===== config.mk =====
export PLATFORM = sky130hd
export DESIGN_NAME = exc_ctrl_flat
export DESIGN_NICKNAME = d
export VERILOG_FILES = /design/src/rtl/exc_ctrl_pkg.sv /design/src/rtl/exc_ctrl_if.sv /design/src/rtl/exc_prio.sv /design/src/rtl/exc_ctrl.sv /design/src/flat_wrapper.sv
export SDC_FILE = /design/constraint.sdc
export NUM_CORES = 1
export LEC_CHECK = 0
export CAP_MARGIN = 20
export CORE_MARGIN = 2
export CORE_UTILIZATION = 35
export CTS_CLUSTER_SIZE = 12
export DETAILED_ROUTE_END_ITERATION = 8
export GPL_TIMING_DRIVEN = 0
export HOLD_SLACK_MARGIN = 0.1
export PLACE_DENSITY = 0.7
export SYNTH_ARGS = -nofsm -noshare
export SYNTH_HDL_FRONTEND = slang
export SYNTH_SLANG_ARGS = --single-unit

===== constraint.sdc =====
create_clock -name clk -period 3.8 [get_ports clk]
set_clock_uncertainty 0.05 [all_clocks]
set_input_delay 0.76 -clock clk [delete_from_list [all_inputs] [get_ports clk]]
set_output_delay 0.76 -clock clk [all_outputs]
set_load 0.02 [all_outputs]

===== src/rtl/exc_ctrl_pkg.sv =====
// Shared definitions for the exception controller: ExcCodes, CP0 register
// numbers, FSM state encoding and the Cause word packer.
package exc_ctrl_pkg;

   localparam logic [4:0] EXC_INT = 5'd0;
   localparam logic [4:0] EXC_SYS = 5'd8;
   localparam logic [4:0] EXC_BP  = 5'd9;
   localparam logic [4:0] EXC_RI  = 5'd10;
   localparam logic [4:0] EXC_OV  = 5'd12;

   localparam logic [4:0] CP0_STATUS   = 5'd12;
   localparam logic [4:0] CP0_CAUSE    = 5'd13;
   localparam logic [4:0] CP0_EPC      = 5'd14;
   localparam logic [4:0] CP0_ERROREPC = 5'd30;

   typedef enum logic [2:0] {
      ST_IDLE       = 3'd0,
      ST_SAVE_EPC   = 3'd1,
      ST_SAVE_CAUSE = 3'd2,
      ST_SET_EXL    = 3'd3,
      ST_RET_CLR    = 3'd4,
      ST_REDIRECT   = 3'd5
   } state_t;

   // Cause layout: IP bits in [15:10], ExcCode in [6:2], everything else zero.
   function automatic logic [31:0] cause_word(input logic [5:0] ip, input logic [4:0] code);
      return {16'b0, ip, 3'b0, code, 2'b0};
   endfunction

endpackage


===== src/rtl/exc_ctrl_if.sv =====
// Request/response bundle between the pipeline/CP0 (master) and exc_ctrl (slave).
interface exc_ctrl_if #(
   parameter int IRQ_W = 6
);
   // Requests are levels held by the requester until the redirect pulse;
   // there is no ready: the controller simply ignores them while busy.
   logic [IRQ_W-1:0] irq;
   logic [3:0]       exc_req;
   logic [31:0]      exc_pc;
   logic             eret_req;
   logic [31:0]      status_in;
   logic [31:0]      epc_in;
   logic [31:0]      error_epc_in;

   logic             cp0_wr;
   logic [4:0]       cp0_num;
   logic [31:0]      cp0_data;
   logic             stall;
   logic             flush;
   logic             redirect;
   logic [31:0]      redirect_pc;
   logic             busy;

   modport master (
      output irq, exc_req, exc_pc, eret_req, status_in, epc_in, error_epc_in,
      input  cp0_wr, cp0_num, cp0_data, stall, flush, redirect, redirect_pc, busy
   );

   modport slave (
      input  irq, exc_req, exc_pc, eret_req, status_in, epc_in, error_epc_in,
      output cp0_wr, cp0_num, cp0_data, stall, flush, redirect, redirect_pc, busy
   );
endinterface


===== src/rtl/exc_prio.sv =====
// Combinational priority encoder: Int > RI > Ov > Sys > Bp > eret.
module exc_prio
   import exc_ctrl_pkg::*;
(
   input  logic       i_int,
   input  logic [3:0] i_exc_req,
   input  logic       i_eret,
   output logic       o_valid,
   output logic [4:0] o_code,
   output logic       o_eret
);

   always_comb begin
      o_valid = 1'b1;
      o_code  = EXC_INT;
      o_eret  = 1'b0;
      if (i_int)             o_code = EXC_INT;
      else if (i_exc_req[3]) o_code = EXC_RI;
      else if (i_exc_req[2]) o_code = EXC_OV;
      else if (i_exc_req[1]) o_code = EXC_SYS;
      else if (i_exc_req[0]) o_code = EXC_BP;
      else begin
         o_valid = 1'b0;
         o_eret  = i_eret;
      end
   end

endmodule


===== src/rtl/exc_ctrl.sv =====
// Exception entry / ERET sequencer: saves EPC, Cause, Status through the single
// CP0 write port one register per cycle, then redirects fetch.
module exc_ctrl
   import exc_ctrl_pkg::*;
#(
   parameter logic [31:0] EXC_VECTOR = 32'h0000_3000,
   parameter int          IRQ_W      = 6
) (
   input  logic         clk,
   input  logic         rst,
   exc_ctrl_if.slave    bus,
   output state_t       o_state
);

   state_t      r_state;
   state_t      w_next;
   logic [31:0] r_pc;
   logic [31:0] r_target;
   logic [4:0]  r_code;
   logic [5:0]  r_ip;

   logic [5:0]  w_irq6;
   logic [5:0]  w_ip;
   logic        w_int;
   logic        w_valid;
   logic [4:0]  w_code;
   logic        w_eret;

   logic        w_cp0_wr;
   logic [4:0]  w_cp0_num;
   logic [31:0] w_cp0_data;
   logic        w_stall;
   logic        w_flush;
   logic        w_redirect;
   logic [31:0] w_redirect_pc;

   always_comb begin
      w_irq6 = '0;
      for (int i = 0; i < IRQ_W && i < 6; i++) w_irq6[i] = bus.irq[i];
   end

   // Interrupts are taken only with IE=1 and neither EXL nor ERL set.
   assign w_ip  = w_irq6 & bus.status_in[15:10];
   assign w_int = (|w_ip) & bus.status_in[0] & ~bus.status_in[1] & ~bus.status_in[2];

   exc_prio u_prio (
      .i_int     (w_int),
      .i_exc_req (bus.exc_req),
      .i_eret    (bus.eret_req),
      .o_valid   (w_valid),
      .o_code    (w_code),
      .o_eret    (w_eret)
   );

   always_ff @(posedge clk) begin
      if (rst) begin
         r_state  <= ST_IDLE;
         r_pc     <= '0;
         r_target <= '0;
         r_code   <= '0;
         r_ip     <= '0;
      end else begin
         r_state <= w_next;
         if (r_state == ST_IDLE) begin
            if (w_valid) begin
               r_pc     <= bus.exc_pc;
               r_target <= EXC_VECTOR;
               r_code   <= w_code;
               r_ip     <= w_ip;
            end else if (w_eret) begin
               r_target <= bus.status_in[2] ? bus.error_epc_in : bus.epc_in;
            end
         end
      end
   end

   always_comb begin
      w_next        = r_state;
      w_cp0_wr      = 1'b0;
      w_cp0_num     = '0;
      w_cp0_data    = '0;
      w_stall       = 1'b0;
      w_flush       = 1'b0;
      w_redirect    = 1'b0;
      w_redirect_pc = '0;
      case (r_state)
         ST_IDLE: begin
            if (w_valid) begin
               w_flush = 1'b1;
               w_next  = ST_SAVE_EPC;
            end else if (w_eret) begin
               w_flush = 1'b1;
               w_next  = ST_RET_CLR;
            end
         end
         ST_SAVE_EPC: begin
            w_cp0_wr   = 1'b1;
            w_cp0_num  = CP0_EPC;
            w_cp0_data = r_pc;
            w_stall    = 1'b1;
            w_next     = ST_SAVE_CAUSE;
         end
         ST_SAVE_CAUSE: begin
            w_cp0_wr   = 1'b1;
            w_cp0_num  = CP0_CAUSE;
            w_cp0_data = cause_word(r_ip, r_code);
            w_stall    = 1'b1;
            w_next     = ST_SET_EXL;
         end
         ST_SET_EXL: begin
            w_cp0_wr   = 1'b1;
            w_cp0_num  = CP0_STATUS;
            w_cp0_data = bus.status_in | 32'h0000_0002;
            w_stall    = 1'b1;
            w_next     = ST_REDIRECT;
         end
         ST_RET_CLR: begin
            // ERL takes precedence over EXL when both are set.
            w_cp0_wr   = 1'b1;
            w_cp0_num  = CP0_STATUS;
            w_cp0_data = bus.status_in[2] ? (bus.status_in & ~32'h0000_0004)
                                          : (bus.status_in & ~32'h0000_0002);
            w_stall    = 1'b1;
            w_next     = ST_REDIRECT;
         end
         ST_REDIRECT: begin
            w_redirect    = 1'b1;
            w_redirect_pc = r_target;
            w_next        = ST_IDLE;
         end
         default: w_next = ST_IDLE;
      endcase
   end

   // Reset silences every output in the same cycle so an aborted sequence
   // never leaks a CP0 write or redirect.
   assign bus.cp0_wr      = w_cp0_wr & ~rst;
   assign bus.cp0_num     = rst ? 5'd0 : w_cp0_num;
   assign bus.cp0_data    = rst ? 32'd0 : w_cp0_data;
   assign bus.stall       = w_stall & ~rst;
   assign bus.flush       = w_flush & ~rst;
   assign bus.redirect    = w_redirect & ~rst;
   assign bus.redirect_pc = rst ? 32'd0 : w_redirect_pc;
   assign bus.busy        = (r_state != ST_IDLE) & ~rst;
   assign o_state         = r_state;

endmodule

===== src/flat_wrapper.sv =====
// flat-port wrapper written by rule: the top's interface ports become plain ports
module exc_ctrl_flat import exc_ctrl_pkg::*;
#(
   parameter logic [31:0] EXC_VECTOR = 32'h0000_3000,
   parameter int          IRQ_W      = 6
)
  (clk, rst, o_state, bus_irq, bus_exc_req, bus_exc_pc, bus_eret_req, bus_status_in, bus_epc_in, bus_error_epc_in, bus_cp0_wr, bus_cp0_num, bus_cp0_data, bus_stall, bus_flush, bus_redirect, bus_redirect_pc, bus_busy);
  exc_ctrl_if #(.IRQ_W(IRQ_W)) bus_i ();
  input  logic clk;
  input  logic rst;
  output state_t o_state;
  input wire logic [$bits(bus_i.irq)-1:0] bus_irq;
  input wire logic [$bits(bus_i.exc_req)-1:0] bus_exc_req;
  input wire logic [$bits(bus_i.exc_pc)-1:0] bus_exc_pc;
  input wire logic [$bits(bus_i.eret_req)-1:0] bus_eret_req;
  input wire logic [$bits(bus_i.status_in)-1:0] bus_status_in;
  input wire logic [$bits(bus_i.epc_in)-1:0] bus_epc_in;
  input wire logic [$bits(bus_i.error_epc_in)-1:0] bus_error_epc_in;
  output wire logic [$bits(bus_i.cp0_wr)-1:0] bus_cp0_wr;
  output wire logic [$bits(bus_i.cp0_num)-1:0] bus_cp0_num;
  output wire logic [$bits(bus_i.cp0_data)-1:0] bus_cp0_data;
  output wire logic [$bits(bus_i.stall)-1:0] bus_stall;
  output wire logic [$bits(bus_i.flush)-1:0] bus_flush;
  output wire logic [$bits(bus_i.redirect)-1:0] bus_redirect;
  output wire logic [$bits(bus_i.redirect_pc)-1:0] bus_redirect_pc;
  output wire logic [$bits(bus_i.busy)-1:0] bus_busy;
  assign bus_i.irq = bus_irq;
  assign bus_i.exc_req = bus_exc_req;
  assign bus_i.exc_pc = bus_exc_pc;
  assign bus_i.eret_req = bus_eret_req;
  assign bus_i.status_in = bus_status_in;
  assign bus_i.epc_in = bus_epc_in;
  assign bus_i.error_epc_in = bus_error_epc_in;
  assign bus_cp0_wr = bus_i.cp0_wr;
  assign bus_cp0_num = bus_i.cp0_num;
  assign bus_cp0_data = bus_i.cp0_data;
  assign bus_stall = bus_i.stall;
  assign bus_flush = bus_i.flush;
  assign bus_redirect = bus_i.redirect;
  assign bus_redirect_pc = bus_i.redirect_pc;
  assign bus_busy = bus_i.busy;
  exc_ctrl #(.EXC_VECTOR(EXC_VECTOR), .IRQ_W(IRQ_W)) u_core (.clk(clk), .rst(rst), .bus(bus_i), .o_state(o_state));
endmodule

==> qor.txt, run 1 <==
Outcome - finished, final reports clean
CP top delay family - buffers and inverters
Biggest area consumer among synthesized cells - dfxtp_1
Critical-path cell list - buf_2, nor3_1, clkbuf_2, clkbuf_1, nor3_1, buf_4, clkdlybuf4s50_1
Crit end category - primary output
Max-Cap Viols - 0
CTS max path bufs - 2
Via count - 5356
Sequential share of the synthesized area - 33.2%
WP buf/inv - 5
CP most frequent cell - nor3_1
GR Util All Layers - 23.3%
Die width - 119 µm
GRT Residual Overflow - 0
Synth area leaders - dfxtp_1 33%, mux2i_1 13%, a21oi_1 6.1%
CTS H-tree depth - 3
Post-Synthesis Net Count - 722
Clk Latency, worst-skew pair - 0.33 ns
Synth unique cells - 37
CP startpoint kind - flop
Input/output buffers - 214
Placement Rows - 42
Reg-to-Reg End - u_core.r_target[9]
Routed vias/inst - 5.43
Clk slew on worst S/H paths - 0.07 ns
Synth top area share - 33.2%
CTS hold repair buffers - 0
Share of cells above drive strength 1 - 5.80%
RePlAce Congestion - 0.861
Die area - 14200 µm²
Worst Max-Slew Pin Slew - 0.803 ns
CP max FO - 10
Worst rel slew slack - 46.0%
Final hold vios - 0
Max-slew violation count - 0
Mapped cell area - 4640 µm²
Hold Crit Class - flop to flop
R2R Path Start - u_core.o_state[0]
Io pins - 218
Worst path depth - 7
DRC - 0
Total CTS buffers - 9
Fin nets - 946
CP max stage delay - 0.59 ns
Worst path slowest cell - clkdlybuf4s50_1
Seq cells post-synth - 77
Die Y-Extent - 119 µm
Synth Warn # - 0
Final setup viols - 0
CP startpoint - u_core.o_state[1]
Cell Count, Final, Fillers Out - 986
Tmin final - 3.63 ns
TritonCTS clock tree - built
Final core utilization - 55.9%
Req. time, crit path - 2.99 ns
Post-DP HPWL - 13000 µm
Max VDD drop - 0.000246 V
Hold Path Depth - 2
Clock Root Buffer - clkbuf_16
WL final - 17200 µm
Post-synth EDFFs - 0
Cells on worst reg2reg path - 7
Pre-Repair DR Iteration Count - 4
Final Cycle Share - 95.6%
Pleak - 2.57 nW
Most frequent cells after synthesis - 77 x dfxtp_1, 59 x mux2i_1, 57 x a21oi_1
Pwr dens - 476 nW/µm²
Initial Util - 35.5%
R2R Setup Slk - 1.52 ns
Placed cells - 971
Initial antenna violation count - 0
Diode count - 0
Core Area - 13100 µm²
Routed Antenna Nets - 0
WP data arrival - 2.82 ns
Avg Inst Size Synth - 7.99 µm²
Clk sinks - 77
Critical path capture point - bus_cp0_num[3]
Mean routed wirelength per cell - 17.4 µm
Fmax - 275 MHz
Fillcell total - 1221
Area grow syn2layout - 57.6%
Initial DRC count - 446
Crit path kind - flop to primary output
Mapped Cells - 581
Most common cell in the synthesized netlist - dfxtp_1
RSZ-0062 raised after global routing - false
Ys flop type - dfxtp_1
Fraction of registers with async set/reset - 0%
Pin count of the biggest net entering global routing - 16
Vias in the first global route - 5373
WHS - 0.418 ns
First-pass GRT wire length - 26700 µm
## per-stage QoR
stage | setup slack [ns] | setup TNS [ns] | power, mW | cell area (µm²)
finish | 0.168 | 0 | 3.48 | 7310
global route | 0.0154 | 0 | 3.67 | 7310
CTS | 0.00435 | 0 | 3.47 | 7300
detailed placement | -0.290 | -0.290 | 2.64 | 7000
global placement | -0.275 | -0.275 | 2.60 | 7000
floorplan | 0.883 | 0 | 2.04 | 4640
## layout by cell type (no fill, tap or decap), types with 11 or more instances in the layout
master           instances
o211ai_1                32
a21oi_1                 57
inv_1                   34
nor4_1                  34
clkdlybuf4s50_1        213
dfxtp_1                 77
o21ai_0                 12
clkbuf_1                50
o22ai_1                 30
mux2i_1                 59
o31ai_1                 34
nor2_1                  51
nor3_1                  11
## report_power, final
| group | switching, mW | internal, mW | leakage (nW) |
|---|---|---|---|
| Clock | 0.378 | 0.451 | 0.130 |
| Sequential | 0.0737 | 0.938 | 0.629 |
| Combinational | 0.942 | 0.702 | 1.81 |
| Total | 1.39 | 2.09 | 2.57 |
## registers in the layout, indices dropped and copies added, names as in the netlist
signal and flops:
u_core.o_state 3, u_core.r_code 4, u_core.r_ip 6, u_core.r_pc 32
u_core.r_target 32
## tightest hold or removal path, stage by stage (launching register included)
cell	delay, ns
dfxtp_1	0.31
o31ai_1	0.06
a21oi_1	0.06
## cell families after synthesis
logic type	Yosys count	synth area share [%]
AOI/OAI and AO/OA	185	25.5
DFF	77	33.2
other	1	0.0808
and+or+nand+nor	144	16.5
buffers and inverters	104	9.28
xor gates and xnor gates	1	0.189
muxes	69	15.2
## layout make-up
cell class              instances  area, µm²  share of cell area (%)
multi-input cells             400       2690                    36.8
repair buffers                214       2140                    29.3
flip-flops and latches         77       1540                    21.1
plain buffers                  69        304                    4.16
clock buffers                   9        225                    3.08
well taps                     176        220                    3.01
inverters                      34        128                    1.75
clock inverters                 7       56.3                   0.770
## routing by layer
layer	vias up	part of all wire, %	track usage (%)
met4	0	2.7	9.23
met2	225	47	39.0
met3	37	7.3	5.60
met1	2505	43	28.9
met5	-	0	0
li1	2589	-	-
## how the worst min path moves through the flow
| stage | startpoint | endpoint | slack [ns] |
|---|---|---|---|
| after floorplan | u_core.r_pc[10] | u_core.r_pc[10] | 0.40 |
| after global placement | u_core.r_pc[0] | u_core.r_pc[0] | 0.40 |
| after detailed placement | u_core.r_pc[7] | u_core.r_pc[7] | 0.41 |
| after CTS | u_core.r_pc[7] | u_core.r_pc[7] | 0.42 |
| after global routing | u_core.r_pc[7] | u_core.r_pc[7] | 0.43 |
| final | u_core.r_pc[7] | u_core.r_pc[7] | 0.42 |
## timing repair
item	4_1_cts	5_1_grt
gates resized for setup	5	6
pin swaps	0	0
setup endpoints to repair	34	61
setup buffers	0	0
Note: power is estimated with default switching activity, not from simulation.
==> run 2: changes to the inputs <==
--- a/config.mk
+++ b/config.mk
@@ -13,6 +13,7 @@
 export GPL_TIMING_DRIVEN = 0
 export HOLD_SLACK_MARGIN = 0.1
 export PLACE_DENSITY = 0.7
+export SLEW_MARGIN = 20
 export SYNTH_ARGS = -nofsm -noshare
 export SYNTH_HDL_FRONTEND = slang
 export SYNTH_SLANG_ARGS = --single-unit
==> results of run 2 <==
Final layout, timing and power as in run 1 (identical DEF).
==> run 3: changes to the inputs <==
==> constraint.sdc (replaced) <==
create_clock -name clk -period 4.2 [get_ports clk]
set_clock_uncertainty 0.05 [all_clocks]
set_input_delay 0.84 -clock clk [delete_from_list [all_inputs] [get_ports clk]]
set_output_delay 0.84 -clock clk [all_outputs]
set_load 0.02 [all_outputs]
==> run 3 against run 2 <==
Effect of this change: worst setup slack worse by 0.077 ns; sequential cell count did not move; combinational power shrank 9%; total power is 9.6% lower; via count rose by 0.82%; first-iteration DRC count shrank 8.5%; clock-buffer cell count did not move; routed wire length grew 0.43%.
==> qor.txt, run 3 (synthesized netlist as in run 1, its figures left out) <==
Max-Cap Viols - 0 (unchanged)
Die Y-Extent - 119 µm (unchanged)
Commonest non-fill, non-tap cell in the layout - clkdlybuf4s50_1
Area grow syn2layout - 57.3%
Share of cells above drive strength 1 - 5.18% (-0.62 points)
WP data arrival - 3.22 ns (+0.40 ns)
Largest regs - u_core.r_pc (32), u_core.r_target (32), u_core.r_ip (6)
Total power - 3.15 mW (-9.6%)
Worst Max-Slew Pin Slew - 0.811 ns (+0.00799 ns)
Routed Antenna Nets - 0 (unchanged)
Mean routed wirelength per cell - 17.4 µm (+0.32%)
CTS hold repair buffers - 0 (unchanged)
GR Util All Layers - 23.3% (unchanged)
Clk Latency, worst-skew pair - 0.33 ns (about the same)
Outcome - finished, final reports clean
Pre-Repair DR Iteration Count - 5 (+1)
CP startpoint kind - input port
Vias in the first global route - 5371 (-0.037%)
TritonCTS clock tree - built
Placement Rows - 42 (unchanged)
Fin nets - 947 (+0.11%)
Die area - 14200 µm² (unchanged)
Final core utilization - 55.8% (-0.096 points)
Crit end category - primary output
Crit path kind - input port to primary output
Hold Crit Class - flop to flop
Tmin final - 4.11 ns
Fillcell total - 1224 (+0.25%)
CP max FO - 10 (unchanged)
Pin count of the biggest net entering global routing - 16 (unchanged)
Io pins - 218 (unchanged)
Clk slew on worst S/H paths - 0.07 ns (about the same)
Final Cycle Share - 97.8%
Initial DRC count - 408 (-8.5%)
Req. time, crit path - 3.31 ns (+0.32 ns)
Max-slew violation count - 0 (unchanged)
Diode count - 0 (unchanged)
Final hold vios - 0 (unchanged)
Routed vias/inst - 5.47 (+0.72%)
Worst rel slew slack - 45.6% (-0.37 points)
Setup TNS - 0 ns (unchanged)
Via count - 5400 (+0.82%)
Initial antenna violation count - 0 (unchanged)
Final setup viols - 0 (unchanged)
Die width - 119 µm (unchanged)
RePlAce Congestion - 0.861 (unchanged)
RSZ-0062 raised after global routing - false
Input/output buffers - 214 (unchanged)
WL final - 17200 µm (+0.43%)
Total CTS buffers - 9 (unchanged)
Commonest cells after routing, fill and taps aside - 214 x clkdlybuf4s50_1, 77 x dfxtp_1, 59 x mux2i_1
Clock Root Buffer - clkbuf_16
DRC - 0 (unchanged)
CTS H-tree depth - 3 (unchanged)
Core Area - 13100 µm² (unchanged)
WHS - 0.419 ns (+0.000846 ns)
Clk sinks - 77 (unchanged)
Pwr dens - 432 nW/µm² (-9.4%)
Fmax - 243 MHz
CTS max path bufs - 2 (unchanged)
GRT Residual Overflow - 0 (unchanged)
Max VDD drop - 0.000223 V (-9.3%)
Initial Util - 35.5% (unchanged)
Post-DP HPWL - 13000 µm (unchanged)
Pleak - 2.55 nW (-1.1%)
First-pass GRT wire length - 26700 µm (unchanged)
Post-CTS setup buffers - 0 (unchanged)
==> run 3: report_power, final <==
group	switching (mW)	leakage (nW)	internal, mW
combinational	0.854	1.79	0.633
clock	0.341	0.130	0.408
sequential	0.0669	0.629	0.849
total	1.26	2.55	1.89
==> run 3: path summary, 6_finish.rpt <==
check / startpoint / end / slack (ns) / depth (start not counted)
max: bus_exc_req[3] / bus_flush / 0.09 / 6
min: u_core.r_pc[7] / u_core.r_pc[7] / 0.42 / 2
max reg2reg: u_core.o_state[0] / u_core.r_target[9] / 1.94 / 7
min reg2reg: u_core.r_pc[7] / u_core.r_pc[7] / 0.42 / 2
==> run 3: worst max-delay path, cell delays in order <==
cell and delay [ns]:
clkdlybuf4s50_1 0.47, or4_4 0.59, clkbuf_1 0.32, o31ai_4 0.35
nor2_1 0.07, clkdlybuf4s50_1 0.58
==> run 3: metrics by stage <==
stage	instances	area, µm²	worst slack [ns]
2_1_floorplan	581	4640	1.12
3_3_place_gp	971	7000	-0.0347
4_1_cts	987	7290	0.0577
3_5_place_dp	971	7000	-0.0503
6_report	987	7300	0.0916
5_1_grt	987	7300	0.0148
==> run 3: routing by layer <==
| layer | global-route usage, % | vias up | wire [µm] |
|---|---|---|---|
| li1 | - | 2590 | - |
| met1 | 28.9 | 2546 | 7360 |
| met5 | 0 | - | 0 |
| met2 | 39.0 | 230 | 8150 |
| met4 | 9.23 | 0 | 427 |
| met3 | 5.60 | 34 | 1290 |
==> run 3: layout make-up <==
class | count | area [µm²] | area share, %
multi-input cells | 400 | 2680 | 36.7
clock buffers | 9 | 225 | 3.09
flip-flops and latches | 77 | 1540 | 21.1
inverters | 34 | 128 | 1.75
repair buffers | 214 | 2140 | 29.4
well taps | 176 | 220 | 3.02
clock inverters | 7 | 56.3 | 0.771
plain buffers | 70 | 304 | 4.17
==> run 3: repair_timing <==
action	in CTS	in global routing
cloned	0	0
pin swaps	0	0
resized for setup	1	2
endpoints found under the setup margin	1	6
hold endpoints to repair	0	0
